--- src/rtl/fir_feed_pkg.sv ---
// Shared defaults, fill value and state type for the FIR sample feeder.
package fir_feed_pkg;

   localparam int DEF_DATA_W       = 8;
   localparam int DEF_FIFO_DEPTH   = 16;
   localparam int DEF_FRAME_CYCLES = 20;

   // Value handed to the filter when a frame finds no sample waiting.
   localparam int UNDERRUN_FILL = 0;

   typedef enum logic {
      IDLE = 1'b0,
      RUN  = 1'b1
   } feed_state_t;

endpackage

--- src/rtl/fir_sample_feeder_if.sv ---
// Signal bundle between the feeder, its upstream source and the FIR filter.
// The feeder uses the slave view; whatever surrounds it uses the master view.
interface fir_sample_feeder_if
   import fir_feed_pkg::*;
#(
   parameter int DATA_W     = DEF_DATA_W,
   parameter int FIFO_DEPTH = DEF_FIFO_DEPTH
);
   localparam int LVL_W = $clog2(FIFO_DEPTH) + 1;

   logic              enable;
   logic [DATA_W-1:0] in_data;
   logic              in_valid;
   logic              in_ready;
   logic [DATA_W-1:0] fir_in;
   logic              fir_ready;
   logic [DATA_W-1:0] fir_out;
   logic [DATA_W-1:0] out_data;
   logic              out_valid;
   logic              underrun;
   logic              clr_underrun;
   logic [LVL_W-1:0]  fifo_level;

   modport master (
      output enable, in_data, in_valid, fir_out, clr_underrun,
      input  in_ready, fir_in, fir_ready, out_data, out_valid, underrun, fifo_level
   );

   modport slave (
      input  enable, in_data, in_valid, fir_out, clr_underrun,
      output in_ready, fir_in, fir_ready, out_data, out_valid, underrun, fifo_level
   );

endinterface

--- src/rtl/sync_fifo.sv ---
// Single-clock FIFO with first-word-fall-through read: rd_data always shows
// the head entry while the FIFO is non-empty. Push when full and pop when
// empty are ignored.
module sync_fifo #(
   parameter int WIDTH = 8,
   parameter int DEPTH = 16
) (
   input  logic                       clk,
   input  logic                       rst_n,
   input  logic                       push,
   input  logic [WIDTH-1:0]           wr_data,
   input  logic                       pop,
   output logic [WIDTH-1:0]           rd_data,
   output logic                       full,
   output logic                       empty,
   output logic [$clog2(DEPTH):0]     level
);
   localparam int PTR_W = $clog2(DEPTH);
   localparam int LVL_W = PTR_W + 1;

   logic [WIDTH-1:0] mem [DEPTH];
   logic [PTR_W-1:0] wr_ptr;
   logic [PTR_W-1:0] rd_ptr;
   logic             do_push;
   logic             do_pop;

   assign full    = (level == LVL_W'(DEPTH));
   assign empty   = (level == '0);
   assign do_push = push && !full;
   assign do_pop  = pop && !empty;
   assign rd_data = mem[rd_ptr];

   // Storage array; contents are don't-care until written, so no reset.
   always_ff @(posedge clk) begin
      if (do_push) begin
         mem[wr_ptr] <= wr_data;
      end
   end

   // Pointers wrap naturally because DEPTH is a power of two.
   always_ff @(posedge clk or negedge rst_n) begin
      if (!rst_n) begin
         wr_ptr <= '0;
         rd_ptr <= '0;
         level  <= '0;
      end else begin
         if (do_push) begin
            wr_ptr <= wr_ptr + 1'b1;
         end
         if (do_pop) begin
            rd_ptr <= rd_ptr + 1'b1;
         end
         case ({do_push, do_pop})
            2'b10:   level <= level + 1'b1;
            2'b01:   level <= level - 1'b1;
            default: level <= level;
         endcase
      end
   end

endmodule

--- src/rtl/fir_sample_feeder.sv ---
// Paces samples from a FIFO into the FIR filter, one per frame, and strobes
// each filter result out. The first result after every start is dropped
// because the filter's accumulation straddles the start boundary.
//
// state | meaning
// IDLE  | filter not fed, fir_ready low, frame counter held at 0
// RUN   | frame counter cycling; prefetch at cnt=FRAME_CYCLES-2,
//       | filter latches at cnt=FRAME_CYCLES-1 (frame end)
module fir_sample_feeder
   import fir_feed_pkg::*;
#(
   parameter int DATA_W       = DEF_DATA_W,
   parameter int FIFO_DEPTH   = DEF_FIFO_DEPTH,
   parameter int FRAME_CYCLES = DEF_FRAME_CYCLES
) (
   input  logic               clk,
   input  logic               rst_n,
   fir_sample_feeder_if.slave bus
);
   localparam int CNT_W = $clog2(FRAME_CYCLES);
   localparam int LVL_W = $clog2(FIFO_DEPTH) + 1;
   localparam logic [CNT_W-1:0] CNT_LAST = CNT_W'(FRAME_CYCLES - 1);
   localparam logic [CNT_W-1:0] CNT_PRE  = CNT_W'(FRAME_CYCLES - 2);

   feed_state_t       state;
   feed_state_t       state_nxt;
   logic [CNT_W-1:0]  cnt;
   logic              first;
   logic              fe_d;
   logic              frame_end;
   logic              prefetch;
   logic              push;
   logic              pop;
   logic              start;
   logic [DATA_W-1:0] head;
   logic              full;
   logic              empty;
   logic [LVL_W-1:0]  level;

   assign frame_end = (state == RUN) && (cnt == CNT_LAST);
   assign prefetch  = (state == RUN) && (cnt == CNT_PRE);
   assign start     = (state == IDLE) && bus.enable;
   assign push      = bus.in_valid && !full;
   assign pop       = prefetch && !empty;

   assign bus.in_ready   = !full;
   assign bus.fifo_level = level;

   sync_fifo #(
      .WIDTH (DATA_W),
      .DEPTH (FIFO_DEPTH)
   ) u_fifo (
      .clk     (clk),
      .rst_n   (rst_n),
      .push    (push),
      .wr_data (bus.in_data),
      .pop     (pop),
      .rd_data (head),
      .full    (full),
      .empty   (empty),
      .level   (level)
   );

   // State register.
   always_ff @(posedge clk or negedge rst_n) begin
      if (!rst_n) begin
         state <= IDLE;
      end else begin
         state <= state_nxt;
      end
   end

   // Next state: a stop request only takes effect at a frame end.
   always_comb begin
      state_nxt = state;
      case (state)
         IDLE: if (bus.enable) state_nxt = RUN;
         RUN:  if (frame_end && !bus.enable) state_nxt = IDLE;
         default: state_nxt = IDLE;
      endcase
   end

   // Frame counter and the registered filter ready that follows the state.
   always_ff @(posedge clk or negedge rst_n) begin
      if (!rst_n) begin
         cnt           <= '0;
         bus.fir_ready <= 1'b0;
      end else begin
         bus.fir_ready <= (state_nxt == RUN);
         if (state == RUN && state_nxt == RUN) begin
            cnt <= (cnt == CNT_LAST) ? '0 : cnt + 1'b1;
         end else begin
            cnt <= '0;
         end
      end
   end

   // Prefetch one sample per frame; an empty FIFO feeds the fill value and
   // raises the sticky underrun (a same-cycle clear loses to the set).
   always_ff @(posedge clk or negedge rst_n) begin
      if (!rst_n) begin
         bus.fir_in   <= '0;
         bus.underrun <= 1'b0;
      end else begin
         if (prefetch) begin
            bus.fir_in <= empty ? DATA_W'(UNDERRUN_FILL) : head;
         end
         bus.underrun <= (prefetch && empty) || (bus.underrun && !bus.clr_underrun);
      end
   end

   // Capture the filter result the cycle after it latched its input.
   always_ff @(posedge clk or negedge rst_n) begin
      if (!rst_n) begin
         fe_d          <= 1'b0;
         first         <= 1'b0;
         bus.out_data  <= '0;
         bus.out_valid <= 1'b0;
      end else begin
         fe_d          <= frame_end;
         bus.out_valid <= fe_d && !first;
         if (fe_d) begin
            bus.out_data <= bus.fir_out;
         end
         if (start) begin
            first <= 1'b1;
         end else if (fe_d) begin
            first <= 1'b0;
         end
      end
   end

endmodule

--- src/flat_wrapper.sv ---
// flat-port wrapper written by rule: the top's interface ports become plain ports
module fir_sample_feeder_flat import fir_feed_pkg::*;
#(
   parameter int DATA_W       = DEF_DATA_W,
   parameter int FIFO_DEPTH   = DEF_FIFO_DEPTH,
   parameter int FRAME_CYCLES = DEF_FRAME_CYCLES
)
  (clk, rst_n, bus_enable, bus_in_data, bus_in_valid, bus_fir_out, bus_clr_underrun, bus_in_ready, bus_fir_in, bus_fir_ready, bus_out_data, bus_out_valid, bus_underrun, bus_fifo_level);
  fir_sample_feeder_if #(.DATA_W(DATA_W), .FIFO_DEPTH(FIFO_DEPTH)) bus_i ();
  input  logic clk;
  input  logic rst_n;
  input wire logic [$bits(bus_i.enable)-1:0] bus_enable;
  input wire logic [$bits(bus_i.in_data)-1:0] bus_in_data;
  input wire logic [$bits(bus_i.in_valid)-1:0] bus_in_valid;
  input wire logic [$bits(bus_i.fir_out)-1:0] bus_fir_out;
  input wire logic [$bits(bus_i.clr_underrun)-1:0] bus_clr_underrun;
  output wire logic [$bits(bus_i.in_ready)-1:0] bus_in_ready;
  output wire logic [$bits(bus_i.fir_in)-1:0] bus_fir_in;
  output wire logic [$bits(bus_i.fir_ready)-1:0] bus_fir_ready;
  output wire logic [$bits(bus_i.out_data)-1:0] bus_out_data;
  output wire logic [$bits(bus_i.out_valid)-1:0] bus_out_valid;
  output wire logic [$bits(bus_i.underrun)-1:0] bus_underrun;
  output wire logic [$bits(bus_i.fifo_level)-1:0] bus_fifo_level;
  assign bus_i.enable = bus_enable;
  assign bus_i.in_data = bus_in_data;
  assign bus_i.in_valid = bus_in_valid;
  assign bus_i.fir_out = bus_fir_out;
  assign bus_i.clr_underrun = bus_clr_underrun;
  assign bus_in_ready = bus_i.in_ready;
  assign bus_fir_in = bus_i.fir_in;
  assign bus_fir_ready = bus_i.fir_ready;
  assign bus_out_data = bus_i.out_data;
  assign bus_out_valid = bus_i.out_valid;
  assign bus_underrun = bus_i.underrun;
  assign bus_fifo_level = bus_i.fifo_level;
  fir_sample_feeder #(.DATA_W(DATA_W), .FIFO_DEPTH(FIFO_DEPTH), .FRAME_CYCLES(FRAME_CYCLES)) u_core (.clk(clk), .rst_n(rst_n), .bus(bus_i));
endmodule
--- config.mk ---
export PLATFORM = sky130hd
export DESIGN_NAME = fir_sample_feeder_flat
export DESIGN_NICKNAME = d
export VERILOG_FILES = /design/src/rtl/fir_feed_pkg.sv /design/src/rtl/fir_sample_feeder_if.sv /design/src/rtl/sync_fifo.sv /design/src/rtl/fir_sample_feeder.sv /design/src/flat_wrapper.sv
export SDC_FILE = /design/constraint.sdc
export NUM_CORES = 1
export LEC_CHECK = 0
export CAP_MARGIN = 10
export CORE_MARGIN = 4
export CORE_UTILIZATION = 35
export DETAILED_ROUTE_END_ITERATION = 8
export PLACE_DENSITY = 0.49
export SKIP_CTS_REPAIR_TIMING = 1
export SYNTH_ARGS = -nofsm -noshare
export SYNTH_HDL_FRONTEND = slang
export SYNTH_SLANG_ARGS = --single-unit
export TNS_END_PERCENT = 10
--- constraint.sdc ---
create_clock -name clk -period 4.8 [get_ports clk]
set_input_delay 0.96 -clock clk [delete_from_list [all_inputs] [get_ports clk]]
set_output_delay 0.96 -clock clk [all_outputs]
set_load 0.005 [all_outputs]
Word level (Yosys, flattened, before mapping)

Memories as Yosys holds them, arrays and structs flattened.
Cells that the tools add are included.
Widths: inputs -> output; s select.

Logic and storage cells: 55
Bits in writable memories: 128
Output and inout bits: 25
Register bits: 39
Memories: 1

Memories:

| memory            | depth | width | rd ports | clocked after memory_dff | write ports | RTL line        | RTL |
|---|---|---|---|---|---|---|---|
| u_core.u_fifo.mem | 16    | 8     | 1        | 0                        | 1           | sync_fifo.sv:21 | `logic [WIDTH-1:0] mem [DEPTH];` |

Add/sub/neg operators: 5
Bitwise operators: 1
Muxes and demuxes: 11
Reduce and logical (&&, ||, !) cells: 21
Eq/ne operators: 5

Operators by type and width:

| kind                | number |
|---|---|
| $eq 5x5->1 const B  | 3 |
| $logic_and 1x1->1   | 12 |
| $add 5x1->5 const B | 2 |
| $mux 5              | 2 |
| $pmux 5 s2          | 1 |
| $add 4x1->4 const B | 2 |
| $mux 8              | 1 |
| $mux 1              | 6 |
| $logic_not 1->1     | 5 |
| $logic_not 5->1     | 1 |
| $sub 5x1->5 const B | 1 |
| $reduce_bool 2->1   | 2 |
| $eq 2x1->1 const B  | 1 |
| $eq 2x2->1 const B  | 1 |
| $pmux 1 s2          | 1 |
| $logic_or 1x1->1    | 1 |
| $not 1->1           | 1 |

Longest topological paths before layout

Gate-level depths: netlist (run 1).

Word-level depth: 7
Depth in mapped cells: 11
Mapped depth without buffers: 10

Cells and area by module

A second synthesis (run 1) with hierarchy kept.

Cells, all modules: 416
Area total of the unflattened synthesis: 6912.9 um^2

By module, submodules not included:

| module            | cells an instance | area each (um^2) | instances | seq. area each (um^2) |
|---|---|---|---|---|
| sync_fifo         | 332               | 5779.3           | 1         | 4169.0 |
| fir_sample_feeder | 84                | 1133.6           | 1         | 650.6 |

Worst setup path after synthesis (run 1)

No wires, ideal clock.

Path type: input-to-reg
Start: input bus_in_valid
End: register u_core.u_fifo.level[4]
Setup time: 0.080 ns
Buffers on the path: 0
Cell stages on the path: 9
Data arrival time: 2.709 ns
Path slack: 2.011 ns
Path through: inv_1 -> a31oi_2 -> inv_1 -> ha_1 -> fa_1 -> a21o_1 -> a21oi_1 -> mux2i_1 -> xnor2_1

Cells in the longest elaborated chain, start to end: 4
Elaborated cells between the ends (all ways): 6
Classes of those cells: eq/ne (2); mux (1); reduce/logical (3)

Ends and longest elaborated chain:

| item                                            | RTL line                | RTL |
|---|---|---|
| start: declaration                              | flat_wrapper.sv:14      | `input wire logic [$bits(bus_i.in_valid)-1:0] bus_in_valid;` |
| $logic_and 1x1->1 (*)                           | fir_sample_feeder.sv:43 | `assign push = bus.in_valid && !full;` |
| $logic_and 1x1->1 (*)                           | sync_fifo.sv:29         | `assign do_push = push && !full;` |
| $eq 2x1->1 or $eq 2x2->1 (tied branches)        | sync_fifo.sv:53         | `case ({do_push, do_pop})` |
| $pmux 5 s2 or $reduce_bool 2->1 (tied branches) | --                      |  |
| end signal: assignment                          | sync_fifo.sv:54         | `2'b10: level <= level + 1'b1;` |
| end signal: assignment                          | sync_fifo.sv:55         | `2'b01: level <= level - 1'b1;` |
| end signal: assignment                          | sync_fifo.sv:56         | `default: level <= level;` |
| end: declaration                                | sync_fifo.sv:16         | `output logic [$clog2(DEPTH):0] level` |

Every way passes the cells marked *; elsewhere a longest branch is shown, timed or not.
A chain may end at the register's enable or synchronous reset.

Worst setup path in the final report (run 1)

Same ends and word-level chain as after synthesis.

==> results.txt, run 1 <==
status - completed
number of global-route vias before repair - 3412
global route total overflow - 0
Avg WL per Cell - 19.7 um
fin crit period - 3.11 ns
core footprint - 19000 um2
Worst EP arrival - 3.45 ns
Slew headroom - 41.3%
r2r setup slk - 1.95 ns
number of iterations in the first detailed-routing pass - 4
H-Tree Level Count - 4
hold depth - 1
CP max stage delay - 0.46 ns
clk slew on worst S/H paths - 0.06 ns
Die Y-Extent - 148 um
Mean Syn Cell Area - 19.1 um2
Skew-Pair Late Insertion Delay - 0.42 ns
worst r2r src - u_core.u_fifo.level[3]$_DFFE_PN0P_
I/O pins - 46
Max-Cap Viols - 0
Setup WS post-layout - 1.69 ns
Startpoint Class - primary input
Hold EP - u_core.bus.out_valid$_DFF_PN0_
Hold Path Origin - u_core.first$_DFFE_PN0P_
Critical Path, Cell by Cell - clkdlybuf4s50_1, inv_1, a31oi_2, inv_1, ha_1, fa_1, a21o_1, a21oi_1, mux2i_1, xnor2_1
global-route wire length before repair - 20.6 mm
Setup-failing EPs final - 0
Hold Vio Cnt, Final - 0
post-place setup slack - 1.27 ns
hold slack - 0.431 ns
Starting Density - 36.0%
# fillers - 1691
fin crit share - 64.7%
CP bufs+invs - 3
Worst Setup End Kind - flop
multi-input logic area - 1850 um2
Synth area leaders - edfxtp_1 (56%), dfrtp_1 (14%), mux4_1 (9.6%)
nets - 446
antenna-violating nets left - 0
max layer used - met4
Max IR drop VDD - 0.279 mV
WL met2 - 6.35 mm
final WL - 13.5 mm
RSZ-0062 raised after global routing - false
HPWL after DPL - 8.48 mm
async set or reset register ratio after synthesis - 23.4%
most instantiated cells after synthesis - edfxtp_1 (128), dfrtp_1 (39), mux2i_1 (25), mux4_1 (25), nor2_1 (18)
routed length on met3 - 510 um
Worst R2R End - u_core.u_fifo.level[4]$_DFFE_PN0P_
Layout Utilization - 43.0%
Root Buffer - clkbuf_16
vias - 3304
post-synth net total - 391
Reg area - 4820 um2
most common cell in the netlist - edfxtp_1
crit-path max FO - 9
die width - 148 um
largest net degree at the start of global routing - 40
largest area contributor in the netlist - edfxtp_1
Overall Global Routing Usage - 13.0%
CP max stage cell - clkdlybuf4s50_1
Clock Skew - 0.00945 ns
die area - 21800 um2
M1 WL - 6.49 mm
clock sinks - 167
Fmax - 0.322 GHz
top-area cell type share of the netlist area - 56.3%
DRT iter0 DRCs - 170
crit-path leading delay family - compound AO/OA/AOI/OAI gates
Hold WC Path Type - flop to flop
flops & latches, synth - 167
Slew Limit Fails - 0
Area growth syn-to-layout - 19.5%
CTS tree - done
cts bufs inserted - 17
initial antenna violation count - 0
sequential area share after synthesis - 70.6%
Worst Setup Path Type - primary input to flop
Most common cell on crit path - inv_1
Post-Syn Instances - 358
Main synth FF type - edfxtp_1
pwr/cell area - 548 nW/um2
Sum Neg Setup Slack - 0 ns
Synth Warn # - 0
Max Root-Sink Buffers - 2
layout cells sized above 1 - 13.6%
Synth cell types - 35
Cell Area, Synth - 6820 um2
Antenna diodes - 0
worst reg2reg path depth - 9
Routability Congestion - 0.714
Slew @ Worst Pin - 0.881 ns
DRC viols - 0
# rows - 50
Finished Cell Area - 8150 um2
EDFF count, synth - 128
I/O Buffers - 45
LEAKAGE - 2.87 nW
CP Data Required Time - 5.14 ns
Placement Cell Area - 7530 um2
via density per instance - 4.82
-- routing by layer --
metal | vias up | global-route usage (%)
met3 | 11 | 3.62
li1 | 1520 | -
met1 | 1704 | 18.1
met4 | 0 | 3.77
met5 | - | 0
met2 | 69 | 19.9
-- flip-flops by register name, indices dropped and copies added (netlist names) --
name	cells
u_core.bus.fir_in	8
u_core.bus.out_data	8
u_core.bus.out_valid	1
u_core.bus.underrun	1
u_core.cnt	5
u_core.fe_d	1
u_core.first	1
u_core.state	1
u_core.u_fifo.level	5
u_core.u_fifo.mem	128
u_core.u_fifo.rd_ptr	4
u_core.u_fifo.wr_ptr	4
-- worst max path at each step --
stage,from,to,slack (ns),cells after the start
global placement,bus_in_valid,u_core.u_fifo.level[4]$_DFFE_PN0P_,1.33,10
floorplan,bus_in_valid,u_core.u_fifo.level[4]$_DFFE_PN0P_,2.01,9
global route,bus_in_valid,u_core.u_fifo.level[4]$_DFFE_PN0P_,1.55,10
CTS,bus_in_valid,u_core.u_fifo.level[4]$_DFFE_PN0P_,1.72,10
detailed placement,bus_in_valid,u_core.u_fifo.level[4]$_DFFE_PN0P_,1.27,10
finish,bus_in_valid,u_core.u_fifo.level[4]$_DFFE_PN0P_,1.69,10
-- layout make-up --
cell class              count  area share, %
clock buffers              19           5.31
clock inverters            13           2.36
inverters                  10          0.460
multi-input cells         165           22.6
flip-flops and latches    167           59.1
well taps                 260           3.99
repair buffers             52           6.11
-- report_power, final --
part	switching [mW]	leakage, nW	internal, mW	total [mW]
sequential	0.174	1.63	1.82	1.99
clock	0.553	0.305	0.880	1.43
combinational	0.495	0.939	0.550	1.05
total	1.22	2.87	3.25	4.47
-- placed cells by master, fill, tap and decap left out, drive strengths merged, types with 2 or more instances in the layout --
cell	n
a21o	2
a21oi	3
a22o	8
buf	8
bufinv	4
clkbuf	19
clkdlybuf4s50	44
clkinv	3
dfrtp	39
edfxtp	128
ha	11
inv	15
mux2	10
mux2i	25
mux4	32
nand2	14
nand2b	3
nand3	3
nand4	2
nor2	18
nor2b	3
nor3	5
nor3b	2
o21ai	4
o22ai	2
xnor2	9
xor2	3
-- cells by family after synthesis --
group	share of synthesized area, %
flip-flops	70.6
buffers and inverters	2.31
XOR/XNOR	1.54
adder cells (fa/ha/maj)	2.31
AND/OR/NAND/NOR	3.50
AO/OA/AOI/OAI	2.46
multiplexers	17.3
-- through the flow --
stage / std cells / total power, mW
2_1_floorplan: 358 / 2.66
3_3_place_gp: 654 / 3.07
3_5_place_dp: 654 / 3.10
4_1_cts: 686 / 4.55
5_1_grt: 686 / 4.72
6_report: 686 / 4.47
Power figures use the tool's default switching activity.
==> run 2: changes to the inputs <==
- clock period: 4.8 -> 3.2 ns (I/O delays scaled with it)
==> results.txt, run 2 (synthesis results as in run 1) <==
global route total overflow - 0 (unchanged)
Max Root-Sink Buffers - 2 (unchanged)
Biggest register - u_core.u_fifo.mem
Slew @ Worst Pin - 0.968 ns (+0.0868 ns)
commonest non-fill, non-tap cell in the layout - edfxtp_1
Hold WC Path Type - primary input to async pin
commonest non-fill, non-tap cells in the layout - edfxtp_1 (128), clkdlybuf4s50_1 (44), dfrtp_1 (39)
Slew Limit Fails - 0 (unchanged)
crit-path max FO - 6 (-3)
Worst Setup End Kind - flop
biggest regs - u_core.u_fifo.mem (128), u_core.bus.fir_in (8), u_core.bus.out_data (8)
# fillers - 1649 (-2.5%)
antenna-violating nets left - 0 (unchanged)
final WL - 13.6 mm (+0.53%)
CTS tree - done
Clock Skew - 0.0150 ns (+0.00557 ns)
multi-input logic area - 1850 um2 (unchanged)
H-Tree Level Count - 4 (unchanged)
CP Data Required Time - 3.55 ns (-1.59 ns)
initial antenna violation count - 0 (unchanged)
HPWL after DPL - 8.86 mm (+4.4%)
core footprint - 19000 um2 (unchanged)
Worst Setup Path Type - flop to flop
DRT iter0 DRCs - 156 (-8.2%)
I/O pins - 46 (unchanged)
die area - 21800 um2 (unchanged)
clock sinks - 167 (unchanged)
fin crit period - 2.61 ns
Fmax - 0.384 GHz
vias - 3357 (+1.6%)
# rows - 50 (unchanged)
clk slew on worst S/H paths - 0.06 ns (about the same)
Area growth syn-to-layout - 20.6%
Root Buffer - clkbuf_16
layout cells sized above 1 - 17.0% (+3.4 points)
Max-Cap Viols - 0 (unchanged)
Slew headroom - 35.5% (-5.8 points)
Avg WL per Cell - 19.3 um (-1.8%)
number of iterations in the first detailed-routing pass - 4 (unchanged)
RSZ-0062 raised after global routing - false
Sum Neg Setup Slack - 0 ns (unchanged)
Setup-failing EPs final - 0 (unchanged)
Layout Utilization - 43.4% (+0.40 points)
Die Y-Extent - 148 um (unchanged)
Reg area - 4820 um2 (about the same)
Hold Vio Cnt, Final - 0 (unchanged)
Max IR drop VDD - 0.440 mV (+58%)
global-route wire length before repair - 21.4 mm (+3.9%)
LEAKAGE - 2.92 nW (+1.9%)
max FFs per register - 128 (unchanged)
fin crit share - 81.5%
status - completed
Skew-Pair Late Insertion Delay - 0.43 ns (about the same)
cts bufs inserted - 17 (unchanged)
via density per instance - 4.78 (-0.71%)
r2r setup slk - 0.59 ns (-1.36 ns)
Antenna diodes - 0 (unchanged)
Routability Congestion - 0.741 (+3.9%)
Final Power - 6.55 mW (+46%)
hold slack - 0.325 ns (-0.106 ns)
Worst EP arrival - 2.95 ns (-0.50 ns)
Starting Density - 36.0% (unchanged)
number of global-route vias before repair - 3606 (+5.7%)
die width - 148 um (unchanged)
nets - 462 (+3.6%)
Overall Global Routing Usage - 13.3% (+0.37 points)
pwr/cell area - 796 nW/um2 (+45%)
I/O Buffers - 45 (unchanged)
Startpoint Class - flop
DRC viols - 0 (unchanged)
largest net degree at the start of global routing - 40 (unchanged)
## run 2: changes by cell type in the layout (fill, tap and decap cells not counted), sizes merged
| cell | previous run | this run |
|---|---|---|
| buf | 8 | 24 |
| bufinv | 4 | 1 |
| clkbuf | 19 | 17 |
| clkinv | 3 | 4 |
| clkinvlp | 1 | 4 |
| inv | 15 | 16 |
## run 2: stage by stage
stage          setup WS (ns)  cell area [um2]  instances
2_1_floorplan          0.609             6820        358
3_3_place_gp           0.364             7660        670
3_5_place_dp           0.307             7660        670
4_1_cts                0.550             8230        702
5_1_grt                0.377             8230        702
6_report               0.593             8230        702
## run 2: area by class of cell
class	instances	area share, %
flip-flops and latches	167	58.6
inverters	10	0.456
clock buffers	17	5.17
repair buffers	68	7.66
well taps	260	3.95
clock inverters	15	1.75
multi-input cells	165	22.4
## run 2: final timing paths
| check | from | endpoint | depth (start not counted) |
|---|---|---|---|
| max in group asynchronous | rst_n | u_core.bus.fir_in[1]$_DFFE_PN0N_ | 1 |
| min in group clk | u_core.first$_DFFE_PN0P_ | u_core.bus.out_valid$_DFF_PN0_ | 1 |
| worst min register to register | u_core.first$_DFFE_PN0P_ | u_core.bus.out_valid$_DFF_PN0_ | 1 |
| worst max register to register | u_core.u_fifo.level[3]$_DFFE_PN0P_ | u_core.u_fifo.level[4]$_DFFE_PN0P_ | 8 |
| worst max-delay path | u_core.u_fifo.level[3]$_DFFE_PN0P_ | u_core.u_fifo.level[4]$_DFFE_PN0P_ | 8 |
| worst min-delay path | rst_n | u_core.u_fifo.level[4]$_DFFE_PN0P_ | 1 |
## run 2: critical path, cell delays in order, from the launching register on
cell       delay (ns)
dfrtp_1          0.42
nor3_1           0.49
a2111oi_2        0.17
ha_1             0.31
fa_1             0.43
a21o_1           0.17
a21oi_1          0.17
mux2i_1          0.24
xnor2_1          0.13
## run 2: power breakdown
group | internal, mW | switching (mW) | total [mW]
Combinational | 0.871 | 0.693 | 1.56
Sequential | 2.73 | 0.310 | 3.04
Clock | 1.09 | 0.864 | 1.95
## run 2: per-layer routing
layer	up-vias	global-route usage, %	wire length [um]
met2	90	21.4	6560
li1	1558	-	-
met5	-	0	0
met4	0	4.19	215
met1	1698	17.7	5960
met3	11	3.77	829
